### src/rtl/bus_demux_1to2.sv
// Buffered 1-to-2 valid/ready demultiplexer: each input word is steered by in_sel into
// one of two independent FIFOs, so a stalled consumer never blocks the other output.
module bus_demux_1to2 #(
  parameter int WIDTH = 64,
  parameter int DEPTH = 2
) (
  input  logic                     clk,
  input  logic                     reset_n,
  input  logic                     in_valid,
  output logic                     in_ready,
  input  logic                     in_sel,
  input  logic [WIDTH-1:0]         in_data,
  output logic                     out0_valid,
  input  logic                     out0_ready,
  output logic [WIDTH-1:0]         out0_data,
  output logic [$clog2(DEPTH):0]   out0_level,
  output logic                     out1_valid,
  input  logic                     out1_ready,
  output logic [WIDTH-1:0]         out1_data,
  output logic [$clog2(DEPTH):0]   out1_level
);

  localparam int AW = $clog2(DEPTH);
  localparam int LW = AW + 1;
  localparam logic [AW-1:0] PTR_ONE  = AW'(1);
  localparam logic [LW-1:0] LVL_ONE  = LW'(1);
  localparam logic [LW-1:0] LVL_FULL = LW'(DEPTH);

  logic [1:0]            out_ready_v;
  logic [1:0]            full_v;
  logic [1:0]            valid_v;
  logic [1:0]            push_v;
  logic [1:0]            pop_v;
  logic [1:0][WIDTH-1:0] head_data;
  logic [1:0][LW-1:0]    level_v;
  logic                  accept;

  assign out_ready_v = {out1_ready, out0_ready};

  // Ready depends only on the selected FIFO's registered fullness, never on the
  // consumer's ready, so a pop cannot free a slot for a push in the same cycle.
  assign in_ready = ~full_v[in_sel];
  assign accept   = in_valid & in_ready;

  for (genvar gi = 0; gi < 2; gi++) begin : g_fifo
    logic [WIDTH-1:0] mem_q [DEPTH];
    logic [WIDTH-1:0] mem_d [DEPTH];
    logic [AW-1:0]    wr_ptr_q;
    logic [AW-1:0]    wr_ptr_d;
    logic [AW-1:0]    rd_ptr_q;
    logic [AW-1:0]    rd_ptr_d;
    logic [LW-1:0]    level_q;
    logic [LW-1:0]    level_d;

    assign full_v[gi]    = (level_q == LVL_FULL);
    assign valid_v[gi]   = (level_q != '0);
    assign push_v[gi]    = accept & (in_sel == 1'(gi));
    assign pop_v[gi]     = valid_v[gi] & out_ready_v[gi];
    assign head_data[gi] = mem_q[rd_ptr_q];
    assign level_v[gi]   = level_q;

    always_comb begin
      mem_d    = mem_q;
      wr_ptr_d = wr_ptr_q;
      rd_ptr_d = rd_ptr_q;
      level_d  = level_q;
      if (push_v[gi]) begin
        mem_d[wr_ptr_q] = in_data;
        wr_ptr_d        = wr_ptr_q + PTR_ONE;
      end
      if (pop_v[gi]) begin
        rd_ptr_d = rd_ptr_q + PTR_ONE;
      end
      case ({push_v[gi], pop_v[gi]})
        2'b10:   level_d = level_q + LVL_ONE;
        2'b01:   level_d = level_q - LVL_ONE;
        default: level_d = level_q;
      endcase
    end

    // Storage is cleared on reset so the idle data outputs read zero.
    always_ff @(posedge clk or negedge reset_n) begin
      if (!reset_n) begin
        for (int i = 0; i < DEPTH; i++) begin
          mem_q[i] <= '0;
        end
        wr_ptr_q <= '0;
        rd_ptr_q <= '0;
        level_q  <= '0;
      end else begin
        mem_q    <= mem_d;
        wr_ptr_q <= wr_ptr_d;
        rd_ptr_q <= rd_ptr_d;
        level_q  <= level_d;
      end
    end
  end

  assign out0_valid = valid_v[0];
  assign out0_data  = head_data[0];
  assign out0_level = level_v[0];
  assign out1_valid = valid_v[1];
  assign out1_data  = head_data[1];
  assign out1_level = level_v[1];

endmodule

### config.mk
export PLATFORM = sky130hd
export DESIGN_NAME = bus_demux_1to2
export DESIGN_NICKNAME = d
export VERILOG_FILES = /design/src/rtl/bus_demux_1to2.sv
export SDC_FILE = /design/constraint.sdc
export NUM_CORES = 1
export LEC_CHECK = 0
export BUFFER_PORTS_ARGS = -buffer_cell sky130_fd_sc_hd__buf_2
export CAP_MARGIN = 20
export CORE_ASPECT_RATIO = 2
export CORE_MARGIN = 2
export CORE_UTILIZATION = 25
export DETAILED_ROUTE_END_ITERATION = 7
export PLACE_DENSITY = 0.47
export SLEW_MARGIN = 15
export SYNTH_ARGS = -nofsm -noshare
export SYNTH_HDL_FRONTEND = slang
export SYNTH_SLANG_ARGS = --single-unit
### constraint.sdc
create_clock -name clk -period 2 [get_ports clk]
set_input_delay 0.3 -clock clk [delete_from_list [all_inputs] [get_ports clk]]
set_output_delay 0.3 -clock clk [all_outputs]
set_load 0.02 [all_outputs]
# After elaboration in Yosys (flattened, before gate mapping)
# Index checks and enable logic that the tools add are counted.
# word_totals
output_inout_bits	135
in_bits	70
ff_bits	264
# op_classes
addsub	8
n_eq_ne	6
bitwise	11
magnitude_cmp	7
n_reduce_logical	6
mux	16
# ops
cell	n
64-bit two-way mux	8
128-bit bitwise mux	2
64-bit demux with 1-bit select	2
2-bit equality test, second input constant	4
2-bit >= comparator, second input constant	4
1-bit inverter with 2-bit output	4
2-bit case mux with 2 select lines	2
2-bit nonzero test	4
1-bit AND	5
1-bit adder, second input constant	4
2-bit by 1-bit adder with 2-bit output, second input constant	2
2-bit by 1-bit equality test with 1-bit output, second input constant	2
2-bit by 1-bit less-than comparator with 1-bit output, second input constant	2
2-bit by 1-bit subtractor with 2-bit output, second input constant	2
1-bit logical AND	2
1-bit by 2-bit less-than comparator with 1-bit output, second input constant	1
1-bit two-way mux	2
1-bit inverter	2

# Logic depth before layout (Yosys ltp)
# Gate-level depths: netlist (run 1).
# depth
word_depth	8
depth_mapped	6
mapped_depth_nobuf	6

# Worst setup path before layout (run 1)
# OpenSTA, ideal clock, no wires.
# synth_timing
kind	reg-to-reg
from	reg g_fifo[1].level_q[1], in the netlist out1_level[1]
to	reg g_fifo[1].mem_q[67] (netlist name)
t_required_ns	1.875
arrival_time_ns	1.619
setup_ns	0.125
path_buffers	1
period_less_slack_ns	1.744
path_stages_with_launch	5
path_slack_ns	0.256
cell_sequence	dfrtp_1 > nor2b_1 > nor3_4 > buf_6 > mux2_2
# synth_between
elab_chain_cells	6
# synth_rtl
element	line	text
from (decl)	52	logic [LW-1:0] level_q;
from (signal assigned)	94	level_q <= level_d;
2-bit equality test	55	assign full_v[gi] = (level_q == LVL_FULL);
1-bit two-way mux (not written as such) (2 in a row)	42	assign in_ready = ~full_v[in_sel];
1-bit inverter	42	
1-bit AND	43	assign accept = in_valid & in_ready;
1-bit AND	57	assign push_v[gi] = accept & (in_sel == 1'(gi));
to (signal assigned)	91	mem_q <= mem_d;
to (decl)	46	logic [WIDTH-1:0] mem_q [DEPTH];
# No other way between the ends. The select of a mux whose other input is x is not followed.
# A chain may end at the register's enable or synchronous reset.

# Final worst setup path (run 1)
# layout_timing
from	reg g_fifo[0].rd_ptr_q
to	out out0_data[53]
# layout_between
elab_chain_cells	4
# layout_rtl
element	line	text
from (decl)	50	logic [AW-1:0] rd_ptr_q;
from (signal assigned)	93	rd_ptr_q <= rd_ptr_d;
1-bit inverter with 2-bit output (not written as such)	59	assign head_data[gi] = mem_q[rd_ptr_q];
64-bit two-way mux (not written as such) (3 in a row)	59	
to (decl)	15	output logic [WIDTH-1:0] out0_data,
# No other way between the ends. The select of a mux whose other input is x is not followed.

==> reports/results.tsv, run 1 <==
metric	value	unit
Skew-Pair Late Insertion Delay	560	ps
Reg2Reg Setup Slack	240	ps
Worst Hold End	g_fifo[1].mem_q[96]	
Filler cells	4479	
final critical-path share of the clock period	109.1	%
First DRT Iteration DRCs	123	
#FFs+latches synth	264	
Min-Delay Path Class	primary input to register	
final count of hold timing violations	0	
Slew Limit Fails	0	
crit path kind	register to primary output	
# diodes	0	
core area	0.04514	mm^2
largest net degree at the start of global routing	55	
most common cell after layout, fill and taps aside	mux2_2	
die height	306.6	um
post-route cell area	0.01536	mm^2
gpl congestion	0.6887	
worst hold slack	33.48	ps
via count of the first global-routing pass	7785	
Avg Inst Size Synth	15.92	um^2
Post-Syn Area	0.01145	mm^2
HP Start	in_data[32]	
CP max stage cell	dfrtp_4	
Port Buffers	204	
GRT Residual Overflow	0	
Worst EP required	1700	ps
post-synth net total	791	
Cells after Synth	719	
Die Width	155.3	um
CTS H-Tree Depth	1	
Layout Skew	7.936	ps
CP Buf/Inv Count	3	
Max FO, Critical Path	6	
R2R Path End	g_fifo[1].mem_q[80]	
drt wl/cell	20.20	um
overall die area	0.04762	mm^2
dpl cell area	0.01332	mm^2
clk sinks	264	
cell row count	110	
synth warn	0	
Final ANT Viol Nets	0	
Max Cap Violations	0	
Hold Path Depth	2	
# IOs	205	
CP peak stage delay	510	ps
Setup Viol. Count Final	124	
Detailed Routing Iterations Pass 1	4	
CTS buffer count	27	
Cell Pwr Density	1923	mW/mm^2
Starting Density	25.36	%
Final Worst Setup Slack	-182.3	ps
CTS tree	built	
cell family with most CP delay	flip-flops	
unrepaired setup endpoints after global routing	true	
Tightest Pin Transition	499.1	ps
worst-path cell chain	buf_12 -> clkbuf_16 -> mux2_4 -> buf_6	
power consumption	29.54	mW
most frequent cells in the layout	mux2_2, dfrtp_1, buf_2	
initial antenna violation count	0	
failing checks	negative setup slack	
CTS root buffer	clkbuf_16	
final net count	1062	
outcome	finished, violations left	
setup TNS	-14180	ps
# DRC	0	
CP arrival	1880	ps
share of cells above drive strength 1	65.84	%
R2R depth	4	
LEAKAGE	6.793	nW
Clock transition at path regs	60	ps
Final Critical Period	2182	ps
Synth-to-Final Area Change	34.18	%
Worst Setup End Kind	primary output	
Max Clk Rate	0.4582	GHz
post-synthesis sequential area ratio	57.71	%
first-pass GRT wire length	46390	um
Via Count	6919	
DR vias/cell	4.415	
CP startpoint kind	register	
worst-case clock buffer depth	3	
post-route insts no fill	1567	
Critical R2R Launch	out1_level[1]	
final wirelength	31650	um
Distinct cells, synth	24	
DP HPWL	19400	um
VDD IR max	0.0009768	V
DP Cell Count	1468	
relative slew slack	66.73	%
GR Util All Layers	12.61	%
layout make-up:
class	instances	area (um^2)	area share [%]
multi-input combinational	414	4703	30.62
sequential	264	6614	43.06
tap	560	700.7	4.562
timing repair buffer	283	2532	16.49
clock buffer	40	744.5	4.847
clock inverter	6	65.06	0.4236
registers in the layout, summed over array words and instances (netlist names):
name and flops:
g_fifo.mem_q 256, g_fifo.rd_ptr_q 2, g_fifo.wr_ptr_q 2, out0_level 2, out1_level 2
cells in the mapped netlist, drive strengths merged:
library cell	instances	area (um^2)
buf	36	257.8
nand2	1	3.750
nor2b	1	6.260
clkbuf	5	20.01
ha	2	25.02
nand3b	1	7.510
nand2b	2	12.51
nand4	1	12.51
and2	2	12.51
nand4b	1	8.760
nor3	1	16.27
xnor2	6	52.55
and4bb	1	12.51
or2	2	12.51
nand3	1	5.000
a21oi	1	5.000
mux2	384	4324
nor2	3	11.26
dfrtp	264	6606
xor2	4	35.03
power breakdown:
group	total (mW)	internal [mW]	switching, mW
registers	9.43	8.09	1.34
clock network	4.85	2.70	2.16
logic	15.3	8.14	7.11
total	29.5	18.9	10.6
routing by layer:
metal | routed length, um | GRT usage, % | up-vias
met3 | 1281 | 2.100 | 38
met5 | 0 | 0 | -
li1 | - | - | 3113
met2 | 17480 | 24.09 | 150
met4 | 724 | 4.011 | 0
met1 | 12160 | 14.01 | 3618
how the worst max path moves through the flow:
stage | startpoint | endpoint | slack (ps) | cells past startpoint
2_1_floorplan | out1_level[1] | g_fifo[1].mem_q[67] | 260 | 4
4_1_cts | g_fifo[0].rd_ptr_q | out0_data[50] | -240 | 3
3_5_place_dp | out1_level[1] | g_fifo[1].mem_q[105] | 260 | 4
6_report | g_fifo[0].rd_ptr_q | out0_data[53] | -180 | 4
5_1_grt | g_fifo[0].rd_ptr_q | out0_data[53] | -240 | 4
3_3_place_gp | out0_level[0] | g_fifo[0].mem_q[31] | 300 | 5
timing repair:
action	in CTS	in global routing
endpoints found under the hold margin	155	0
pin swaps	0	0
setup buffers	0	5
cloned	1	10
endpoints found under the setup margin	128	128
resized for setup	76	110
hold buffers	37	0
metrics by stage:
stage / worst slack, ps / utilization [%]
6_report: -182.3 / 34.02
5_1_grt: -241.6 / 34.02
4_1_cts: -243.6 / 32.73
3_5_place_dp: 256.7 / 29.50
3_3_place_gp: 297.0 / 29.50
2_1_floorplan: 256.0 / -
kinds of logic (layout without fill, tap and decap cells):
family                   Yosys count  count (layout)  share of synthesized area [%]
AO/OA/AOI/OAI                      1               1                        0.04368
AND/OR/NAND/NOR                   17              17                          1.060
XOR/XNOR                          10              10                         0.7651
buffers and inverters             41             329                          2.426
adder cells (fa/ha/maj)            2               2                         0.2186
multiplexers                     384             384                          37.77
flip-flops                       264             264                          57.71
Note: power is estimated with default switching activity, not from simulation.
==> run 2, diff against run 1 <==
--- a/config.mk
+++ b/config.mk
@@ -5,6 +5,7 @@
 export SDC_FILE = /design/constraint.sdc
 export NUM_CORES = 1
 export LEC_CHECK = 0
+export ABC_AREA = 1
 export BUFFER_PORTS_ARGS = -buffer_cell sky130_fd_sc_hd__buf_2
 export CAP_MARGIN = 20
 export CORE_ASPECT_RATIO = 2
==> reports/results.tsv, run 2 <==
metric	value	unit
outcome	finished, violations left	
failing checks	negative setup slack	
# IOs	205	
R2R Path End	g_fifo[0].mem_q[88]	
clk sinks	264	
crit path kind	register to primary output	
Post-synth top cells	nand2_1, dfrtp_1, o21ai_0	
Skew-Pair Late Insertion Delay	560	ps
gpl congestion	0.7509	
Die Width	162.2	um
final wirelength	49110	um
GR Util All Layers	18.29	%
Detailed Routing Iterations Pass 1	5	
Post-Syn Area	0.01251	mm^2
drt wl/cell	19.63	um
final count of hold timing violations	0	
post-synthesis sequential area ratio	52.80	%
Cells after Synth	1555	
LEAKAGE	8.844	nW
Layout Utilization	36.71	%
core area	0.04978	mm^2
Avg Inst Size Synth	8.046	um^2
Distinct cells, synth	21	
post-synth top area share	52.80	%
DP HPWL	27260	um
dpl cell area	0.01442	mm^2
Min-Delay Path Class	primary input to register	
Critical path origin	g_fifo[1].rd_ptr_q	
worst-case clock buffer depth	3	
Final Worst Setup Slack	-129.7	ps
share of cells above drive strength 1	26.73	%
GRT Residual Overflow	0	
Max FO, Critical Path	8	
largest net degree at the start of global routing	79	
number of flip-flops in the largest register	256	
#FFs+latches synth	264	
via count of the first global-routing pass	11750	
Setup Viol. Count Final	117	
Worst EP required	1700	ps
synth warn	0	
Yosys top cell by area	dfrtp_1	
worst hold slack	42.09	ps
CP arrival	1830	ps
asr flop ratio synth	100.0	%
most frequent cells in the layout	nand2_1, dfrtp_1, inv_1	
CTS tree	built	
CTS root buffer	clkbuf_16	
most common cell after layout, fill and taps aside	nand2_1	
# DRC	0	
power consumption	35.44	mW
cell row count	116	
Max Cap Violations	0	
post-synth net total	1627	
post-route cell area	0.01828	mm^2
First DRT Iteration DRCs	577	
Clock transition at path regs	60	ps
Via Count	11180	
Layout Skew	8.598	ps
Final Critical Period	2130	ps
Critical R2R Launch	out0_level[0]	
EDFF count, synth	0	
CTS H-Tree Depth	1	
Port Buffers	204	
die height	320.4	um
final net count	1902	
DR vias/cell	4.471	
Slew Limit Fails	0	
Final ANT Viol Nets	0	
Post-synth top flop	dfrtp_1	
DP Worst Slack	232.3	ps
# diodes	0	
Area contributors post-synth	dfrtp_1, nand2_1, o21ai_0	
first-pass GRT wire length	71790	um
Cell Pwr Density	1939	mW/mm^2
final critical-path share of the clock period	106.5	%
CTS buffer count	29	
crit path to	out1_data[2]	
CP startpoint kind	register	
Tightest Pin Transition	603.8	ps
Reg with most FFs	g_fifo.mem_q	
initial antenna violation count	0	
Reg2Reg Setup Slack	320	ps
overall die area	0.05196	mm^2
unrepaired setup endpoints after global routing	true	
Starting Density	25.13	%
Worst Setup End Kind	primary output	
Max Clk Rate	0.4695	GHz
count leader, synth	nand2_1	
R2R depth	8	
VDD IR max	0.001158	V
relative slew slack	59.74	%
Synth-to-Final Area Change	46.08	%
==> run 2: how the worst min path moves through the flow <==
stage                      startpoint              endpoint  slack, ps  cells past startpoint
after floorplan               reset_n    g_fifo[0].mem_q[0]          4                      0
after global placement        reset_n   g_fifo[0].mem_q[60]        310                      1
after detailed placement      reset_n   g_fifo[0].mem_q[60]        310                      1
after CTS                 in_data[44]   g_fifo[0].mem_q[44]          8                      3
after global routing      in_data[44]  g_fifo[0].mem_q[108]         30                      3
final                     in_data[44]   g_fifo[0].mem_q[44]         40                      3
==> run 2: power breakdown <==
part	internal [mW]	total, mW	switching, mW
Combinational	8.45	20.2	11.7
Sequential	8.01	9.38	1.37
Clock	3.53	5.88	2.35
Total	20.0	35.4	15.5
==> run 2: critical path, cell delays in order, from the launching register on <==
cell and delay, ps:
dfrtp_4 560, buf_12 180, buf_16 160, o21ai_1 160, buf_4 190
==> run 2: area by class of cell <==
class	instances	area [um^2]
clock buffer	43	838.3
tap	649	812.0
sequential	264	6618
fill	4983	31510
timing repair buffer	346	3540
clock inverter	10	181.4
multi-input combinational	987	5529
inverter	202	759.5
==> run 2: cell families after synthesis <==
group | synth area share, %
buffers and inverters | 10.24
adders and majority gates | 0.2000
AOI/OAI and AO/OA | 18.12
xor gates and xnor gates | 0.5599
and+or+nand+nor | 18.08
DFF | 52.80
==> run 2: timing repair <==
| item | in CTS | in global routing |
|---|---|---|
| gates cloned | 15 | 5 |
| endpoints found under the setup margin | 119 | 128 |
| setup buffers | 13 | 0 |
| hold endpoints to repair | 280 | 0 |
| hold buffers | 64 | 0 |
| resized for setup | 408 | 155 |
| pin swaps | 19 | 17 |
==> run 2: through the flow <==
step           setup TNS (ps)  std cells
6_report                -6986       2501
5_1_grt                -14730       2501
4_1_cts                -12720       2498
3_5_place_dp                0       2353
3_3_place_gp                0       2353
2_1_floorplan               0       1555
==> run 2: metal layers <==
layer	GRT usage [%]	share of wire, %	up-vias
met4	9.164	4.4	0
met1	19.05	36	5471
li1	-	-	5367
met3	2.690	3.9	84
met2	34.98	56	261
met5	0	0	-
